[src/rtl/oldland_cpuid_pkg.sv]
// oldland_cpuid_pkg: register map, control bit positions and counter width default
// shared by the CPUID/perf-counter block and its counters.
package oldland_cpuid_pkg;
    localparam logic [3:0] CPUID_REG_ID0      = 4'd0;
    localparam logic [3:0] CPUID_REG_CLOCK    = 4'd1;
    localparam logic [3:0] CPUID_REG_RSVD     = 4'd2;
    localparam logic [3:0] CPUID_REG_ICACHE   = 4'd3;
    localparam logic [3:0] CPUID_REG_DCACHE   = 4'd4;
    localparam logic [3:0] CPUID_REG_TLB      = 4'd5;
    localparam logic [3:0] CPUID_REG_CYC_LO   = 4'd6;
    localparam logic [3:0] CPUID_REG_CYC_HI   = 4'd7;
    localparam logic [3:0] CPUID_REG_RET_LO   = 4'd8;
    localparam logic [3:0] CPUID_REG_RET_HI   = 4'd9;
    localparam logic [3:0] CPUID_REG_CTRL     = 4'd10;
    localparam logic [3:0] CPUID_REG_STALL_LO = 4'd11;
    localparam logic [3:0] CPUID_REG_STALL_HI = 4'd12;

    localparam int CTRL_ENABLE_BIT = 0;
    localparam int CTRL_CLEAR_BIT  = 1;
    localparam int CPUID_CNT_WIDTH = 64;
endpackage

[src/rtl/oldland_perf_counter.sv]
// oldland_perf_counter: wrapping event counter with clear-over-increment priority
// and a high-half shadow loaded on snap so hi/lo reads stay coherent.
module oldland_perf_counter #(
    parameter int CNT_WIDTH = 64
) (
    input  logic        clk,
    input  logic        rst,
    input  logic        inc,
    input  logic        clr,
    input  logic        snap,
    output logic [31:0] lo,
    output logic [31:0] hi_shadow
);
    logic [CNT_WIDTH-1:0] cnt;

    always_ff @(posedge clk) begin
        if (rst) begin
            cnt       <= '0;
            hi_shadow <= '0;
        end else begin
            if (clr)
                cnt <= '0;
            else if (inc)
                cnt <= cnt + CNT_WIDTH'(1);
            // shadow takes the pre-update value, matching what the low read returns
            if (snap)
                hi_shadow <= 32'(cnt >> 32);
        end
    end

    assign lo = cnt[31:0];
endmodule

[src/rtl/oldland_cpuid_perf.sv]
// oldland_cpuid_perf: registered CPUID bank with cycle/retired perf counters.
// Define OLDLAND_CPUID_STALL_CNT_EN to add a stall counter at registers 11/12.
module oldland_cpuid_perf
    import oldland_cpuid_pkg::*;
#(
    parameter logic [15:0] cpuid_manufacturer = 16'h0,
    parameter logic [15:0] cpuid_model        = 16'h0,
    parameter logic [31:0] cpu_clock_speed    = 32'h0,
    parameter int unsigned icache_size        = 0,
    parameter int unsigned icache_line_size   = 4,
    parameter int unsigned icache_num_ways    = 1,
    parameter int unsigned dcache_size        = 0,
    parameter int unsigned dcache_line_size   = 4,
    parameter int unsigned dcache_num_ways    = 1,
    parameter int unsigned itlb_num_entries   = 0,
    parameter int unsigned dtlb_num_entries   = 0,
    parameter int          CNT_WIDTH          = CPUID_CNT_WIDTH
) (
    input  logic        clk,
    input  logic        rst,
    input  logic        req,
    input  logic        wr,
    input  logic [3:0]  reg_sel,
    input  logic [31:0] wdata,
    input  logic        inst_retired,
    input  logic        stall,
    output logic        ack,
    output logic [31:0] rdata
);
    localparam logic [31:0] ICACHE_WORD = {8'(icache_num_ways), 16'(icache_size / icache_line_size),
                                           8'(icache_line_size / 4)};
    localparam logic [31:0] DCACHE_WORD = {8'(dcache_num_ways), 16'(dcache_size / dcache_line_size),
                                           8'(dcache_line_size / 4)};
    localparam logic [31:0] TLB_WORD    = {8'h0, 8'(itlb_num_entries), 8'h0, 8'(dtlb_num_entries)};

    logic        en;
    logic        rd;
    logic        wr_ctrl;
    logic        clr;
    logic [31:0] cyc_lo, cyc_hi, ret_lo, ret_hi, stl_lo, stl_hi;
    logic [31:0] rd_mux;
    logic        unused_bits;

    assign rd      = req & ~wr;
    assign wr_ctrl = req & wr & (reg_sel == CPUID_REG_CTRL);
    assign clr     = wr_ctrl & wdata[CTRL_CLEAR_BIT];

    oldland_perf_counter #(.CNT_WIDTH(CNT_WIDTH)) u_cyc (
        .clk(clk), .rst(rst), .inc(en), .clr(clr),
        .snap(rd & (reg_sel == CPUID_REG_CYC_LO)), .lo(cyc_lo), .hi_shadow(cyc_hi)
    );

    oldland_perf_counter #(.CNT_WIDTH(CNT_WIDTH)) u_ret (
        .clk(clk), .rst(rst), .inc(en & inst_retired), .clr(clr),
        .snap(rd & (reg_sel == CPUID_REG_RET_LO)), .lo(ret_lo), .hi_shadow(ret_hi)
    );

`ifdef OLDLAND_CPUID_STALL_CNT_EN
    oldland_perf_counter #(.CNT_WIDTH(CNT_WIDTH)) u_stl (
        .clk(clk), .rst(rst), .inc(en & stall), .clr(clr),
        .snap(rd & (reg_sel == CPUID_REG_STALL_LO)), .lo(stl_lo), .hi_shadow(stl_hi)
    );
    assign unused_bits = ^wdata[31:2];
`else
    assign stl_lo      = '0;
    assign stl_hi      = '0;
    assign unused_bits = ^{stall, wdata[31:2]};
`endif

    always_comb begin
        rd_mux = '0;
        case (reg_sel)
            CPUID_REG_ID0:      rd_mux = {cpuid_manufacturer, cpuid_model};
            CPUID_REG_CLOCK:    rd_mux = cpu_clock_speed;
            CPUID_REG_ICACHE:   rd_mux = ICACHE_WORD;
            CPUID_REG_DCACHE:   rd_mux = DCACHE_WORD;
            CPUID_REG_TLB:      rd_mux = TLB_WORD;
            CPUID_REG_CYC_LO:   rd_mux = cyc_lo;
            CPUID_REG_CYC_HI:   rd_mux = cyc_hi;
            CPUID_REG_RET_LO:   rd_mux = ret_lo;
            CPUID_REG_RET_HI:   rd_mux = ret_hi;
            CPUID_REG_CTRL:     rd_mux = {31'h0, en};
            CPUID_REG_STALL_LO: rd_mux = stl_lo;
            CPUID_REG_STALL_HI: rd_mux = stl_hi;
            default:            rd_mux = '0;
        endcase
    end

    always_ff @(posedge clk) begin
        if (rst) begin
            ack   <= 1'b0;
            rdata <= '0;
            en    <= 1'b1;
        end else begin
            ack   <= req;
            rdata <= rd ? rd_mux : '0;
            if (wr_ctrl)
                en <= wdata[CTRL_ENABLE_BIT];
        end
    end
endmodule

[config.mk]
export PLATFORM = sky130hd
export DESIGN_NAME = oldland_cpuid_perf
export DESIGN_NICKNAME = d
export VERILOG_FILES = /design/src/rtl/oldland_cpuid_pkg.sv /design/src/rtl/oldland_perf_counter.sv /design/src/rtl/oldland_cpuid_perf.sv
export SDC_FILE = /design/constraint.sdc
export NUM_CORES = 1
export LEC_CHECK = 0
export BUFFER_PORTS_ARGS = -buffer_cell sky130_fd_sc_hd__buf_2
export CORE_MARGIN = 2
export CORE_UTILIZATION = 61
export CTS_CLUSTER_DIAMETER = 100
export CTS_CLUSTER_SIZE = 30
export DETAILED_ROUTE_END_ITERATION = 6
export GPL_TIMING_DRIVEN = 0
export MAX_ROUTING_LAYER = met4
export PLACE_DENSITY = 0.77
export SYNTH_ARGS = -nofsm -noshare
export SYNTH_HDL_FRONTEND = slang
export SYNTH_HIERARCHICAL = 1
export SYNTH_SLANG_ARGS = --single-unit
[constraint.sdc]
create_clock -name clk -period 3.4 [get_ports clk]
set_input_delay 0.34 -clock clk [delete_from_list [all_inputs] [get_ports clk]]
set_output_delay 0.34 -clock clk [all_outputs]
set_load 0.03 [all_outputs]
==> impl_results.rst <==
.. list-table::
   :header-rows: 1

   * - Metric
     - Value
   * - Setup fix buffers added after clock tree synthesis
     - 0
   * - Antenna violations before repair
     - 0
   * - Number of nets produced by synthesis
     - between 1k and 1.5k
   * - Pwr per Cell Area
     - 363 nW/um2
   * - Yosys cell types
     - between 60 and 70
   * - GRT Resource Usage Total
     - 0.318
   * - Power after layout
     - approximately 4.4 mW
   * - TritonCTS clock tree
     - yes
   * - Min Tclk post-route
     - about 2.8 ns
   * - Core Footprint
     - around 18000 um2
   * - DP Wirelength
     - between 20000 and 25000 um
   * - Weighted congestion at the end of routability-driven global placement
     - about 0.96
   * - Layout cell share with drive strength beyond 1
     - 0.177
   * - Leading cell types by total area after synthesis
     - dfxtp_1 40%, mux2i_1 8.8%, nor2_1 5.3%, buf_4 4.5%, nand4_1 3.4%
   * - Wire length of the first global-routing pass
     - around 48000 um
   * - Failing checks
     - DRC
   * - Pre-CTS WS
     - 0.688 ns
   * - Actual slew at the worst max-slew pin
     - 1.37 ns
   * - CP peak stage delay
     - about 0.85 ns
   * - Layout overhead on the synthesized area
     - 7.20%
   * - CTS sink count
     - between 200 and 250
   * - Type of the worst min-delay path
     - input pin to register
   * - Cell with the biggest individual delay on the critical path
     - nor4_1
   * - Worst-case clock buffer depth
     - 3
   * - Remaining global-route overflow
     - 0
   * - Leading cell type by number of instances after synthesis
     - dfxtp_1
   * - Routed wire length per instance
     - ~20 um
   * - Largest voltage drop on the vdd net
     - roughly 0.28 mV
   * - Cell type with the highest aggregate area in the netlist
     - dfxtp_1
   * - DRT iter0 DRCs
     - between 700 and 800
   * - IO buf count
     - 41
   * - Total negative slack for setup checks
     - 0 ns
   * - Number of routed nets with antenna violations
     - 0
   * - Leakage power summed over all cells
     - ~4.1 nW
   * - Number of synthesized flops with an enable pin
     - 0
   * - Cell chosen for the clock root
     - clkbuf_16
   * - Vertical die dimension
     - between 100 and 150 um
   * - Series of cell instances along the critical path
     - nand4_2 -> nor4_1 -> nand4_1 -> or3_1 -> a21oi_1
   * - Via count of the first global-routing pass
     - around 8.7k
   * - Critical Path Sink Type
     - register
   * - Max Cap Viol
     - 0
   * - Required time of the critical path
     - ~3.8 ns
   * - Buf+Inv Stages, Crit Path
     - 0
   * - Fraction of post-synthesis cell area in the top cell type by area
     - 0.400
   * - Outcome
     - finished, violations left
   * - Highest achievable clock rate
     - about 0.35 GHz
   * - Number of nets in the final layout
     - 1344
   * - Leading cell types by count after synthesis
     - 226 x dfxtp_1, 159 x nor2_1, 99 x mux2i_1
   * - Post-CTS sizing
     - 0
   * - Ports
     - 75
   * - Initial Util
     - 0.625
   * - Type of the setup path with the least slack
     - register to register
   * - Reg clk slew, reported paths
     - about 0.11 ns
   * - Critical Path Source Type
     - register
   * - Share of synthesized registers carrying an async set or reset
     - 0
   * - Hold-fix buffers, CTS
     - 0
   * - Ys flop type
     - dfxtp_1
   * - Final critical-path setup slack
     - between 0.5 and 0.6 ns
   * - Vias/cell
     - between 6 and 7
   * - Fill cell instance count of the final layout
     - between 1.5k and 2k
   * - Core utilization of the finished layout
     - 0.670
   * - Area used by sequential logic in the layout
     - 4520 um2
   * - Share of the yosys chip area belonging to registers
     - 0.400
   * - Synth Area per Inst
     - between 9 and 10 um2
   * - Width of the die
     - 140 um
   * - Number of setup violations in the final report
     - 0
   * - Pin count of the biggest net entering global routing
     - 31
   * - Number of slew-limit violations in the final report
     - 0
   * - Worst Path Arrival
     - approximately 3.2 ns
   * - Critical Path Fanout Max
     - 8
   * - Syn. warnings
     - 6
   * - Antenna diode count
     - 0
   * - Hold violation total from the final report
     - 0
   * - Clock latency of the later-clocked register in the worst-skew pair
     - ~0.48 ns
   * - Router iterations before antenna repair
     - 7
   * - Std cell rows
     - 49
   * - Total DRC errors in the routed layout
     - 1
   * - Final period util
     - 0.832
   * - Total area of multi-input combinational cells
     - 5800 um2
   * - Number of clock buffers inserted by TritonCTS
     - 11
   * - Worst clock skew
     - 0.0144 ns
   * - Number of register bits inferred by synthesis
     - approximately 230
   * - Worst reg-to-reg setup slack
     - between 0.5 and 0.6 ns
   * - Htree depth
     - 1
   * - Largest delay contributor family on the critical path
     - simple AND/OR/NAND/NOR gates
   * - Cell count after synthesis
     - 1246
   * - Area of the die
     - just under 20000 um2
   * - Cell Area, Synth
     - about 11000 um2
   * - Headroom to the max-slew limit
     - 0.0752
   * - Via count of the routed design
     - around 9.4k
   * - RSZ-0062 raised after global routing
     - false
   * - Total wirelength of the detailed-routed design
     - a little over 30000 um
-- power by group --
group | internal, mW | total [mW] | switching (mW) | leakage, nW
Clock | 0.679 | 1.53 | 0.852 | 0.159
Sequential | 2.65 | 2.67 | 0.0103 | 1.82
Combinational | 0.0688 | 0.204 | 0.135 | 2.16
-- worst reg2reg max path, cell delays in order, from the launching register on --
cell and delay, ns:
dfxtp_1 0.50, nand4_2 0.26, nor4_1 0.85, nand4_1 0.52
or3_1 0.49, a21oi_1 0.14
-- registers in the layout, indices dropped and copies added (netlist names) --
register,flops
ack,1
en,1
rdata,32
u_cyc/cnt,64
u_cyc/hi_shadow,32
u_ret/cnt,64
u_ret/hi_shadow,32
-- worst paths after layout --
path                         endpoint           startpoint  cells after the start
setup / recovery        u_cyc/cnt[58]         u_cyc/cnt[8]                      5
hold / removal                     en             wdata[0]                      3
hold reg to reg   u_ret/hi_shadow[16]  u_ret/hi_shadow[16]                      2
setup reg to reg        u_cyc/cnt[58]         u_cyc/cnt[8]                      5
-- stage by stage --
step / cell area (um2) / hold slack (ns) / instances
6_report: 12100 / 0.122 / 1531
3_3_place_gp: 11800 / 0.473 / 1516
3_5_place_dp: 11800 / 0.484 / 1516
2_1_floorplan: 11300 / 0.412 / 1246
5_1_grt: 12100 / 0.113 / 1531
4_1_cts: 12100 / 0.107 / 1531
-- cell usage in the layout, fill, tap and decap left out, types with 38 or more instances in the layout --
master,n
a21oi_1,55
buf_2,51
buf_4,68
clkbuf_1,41
dfxtp_1,226
mux2i_1,99
nand2_1,41
nand3_1,50
nand4_1,62
nor2_1,159
o21ai_0,41
xor2_1,38
-- layer usage --
layer | GRT usage | vias up | routed length [um]
met5 | - | - | 0
met4 | 0.142 | 0 | 1430
met3 | 0.0291 | 78 | 1600
met2 | 0.508 | 349 | 14400
met1 | 0.414 | 4470 | 13300
li1 | - | 4548 | -
-- cell type report --
class / instances / area share
well taps: 229 / 0.0236
clock buffers: 12 / 0.0230
inverters: 23 / 0.00712
plain buffers: 131 / 0.0746
multi-input cells: 866 / 0.478
flip-flops and latches: 226 / 0.373
clock inverters: 3 / 0.00361
repair buffers: 41 / 0.0169
-- cell families (layout without fill, tap and decap cells) --
family          after synthesis  count (layout)  share of synthesized area
compound gates              183             183                      0.119
xor+xnor                     68              68                     0.0526
fa+ha+maj                     2               2                    0.00221
buf+inv                     154             210                     0.0876
flops                       226             226                      0.400
mux                          99              99                     0.0876
simple gates                514             514                      0.251
Power figures use the tool's default switching activity.
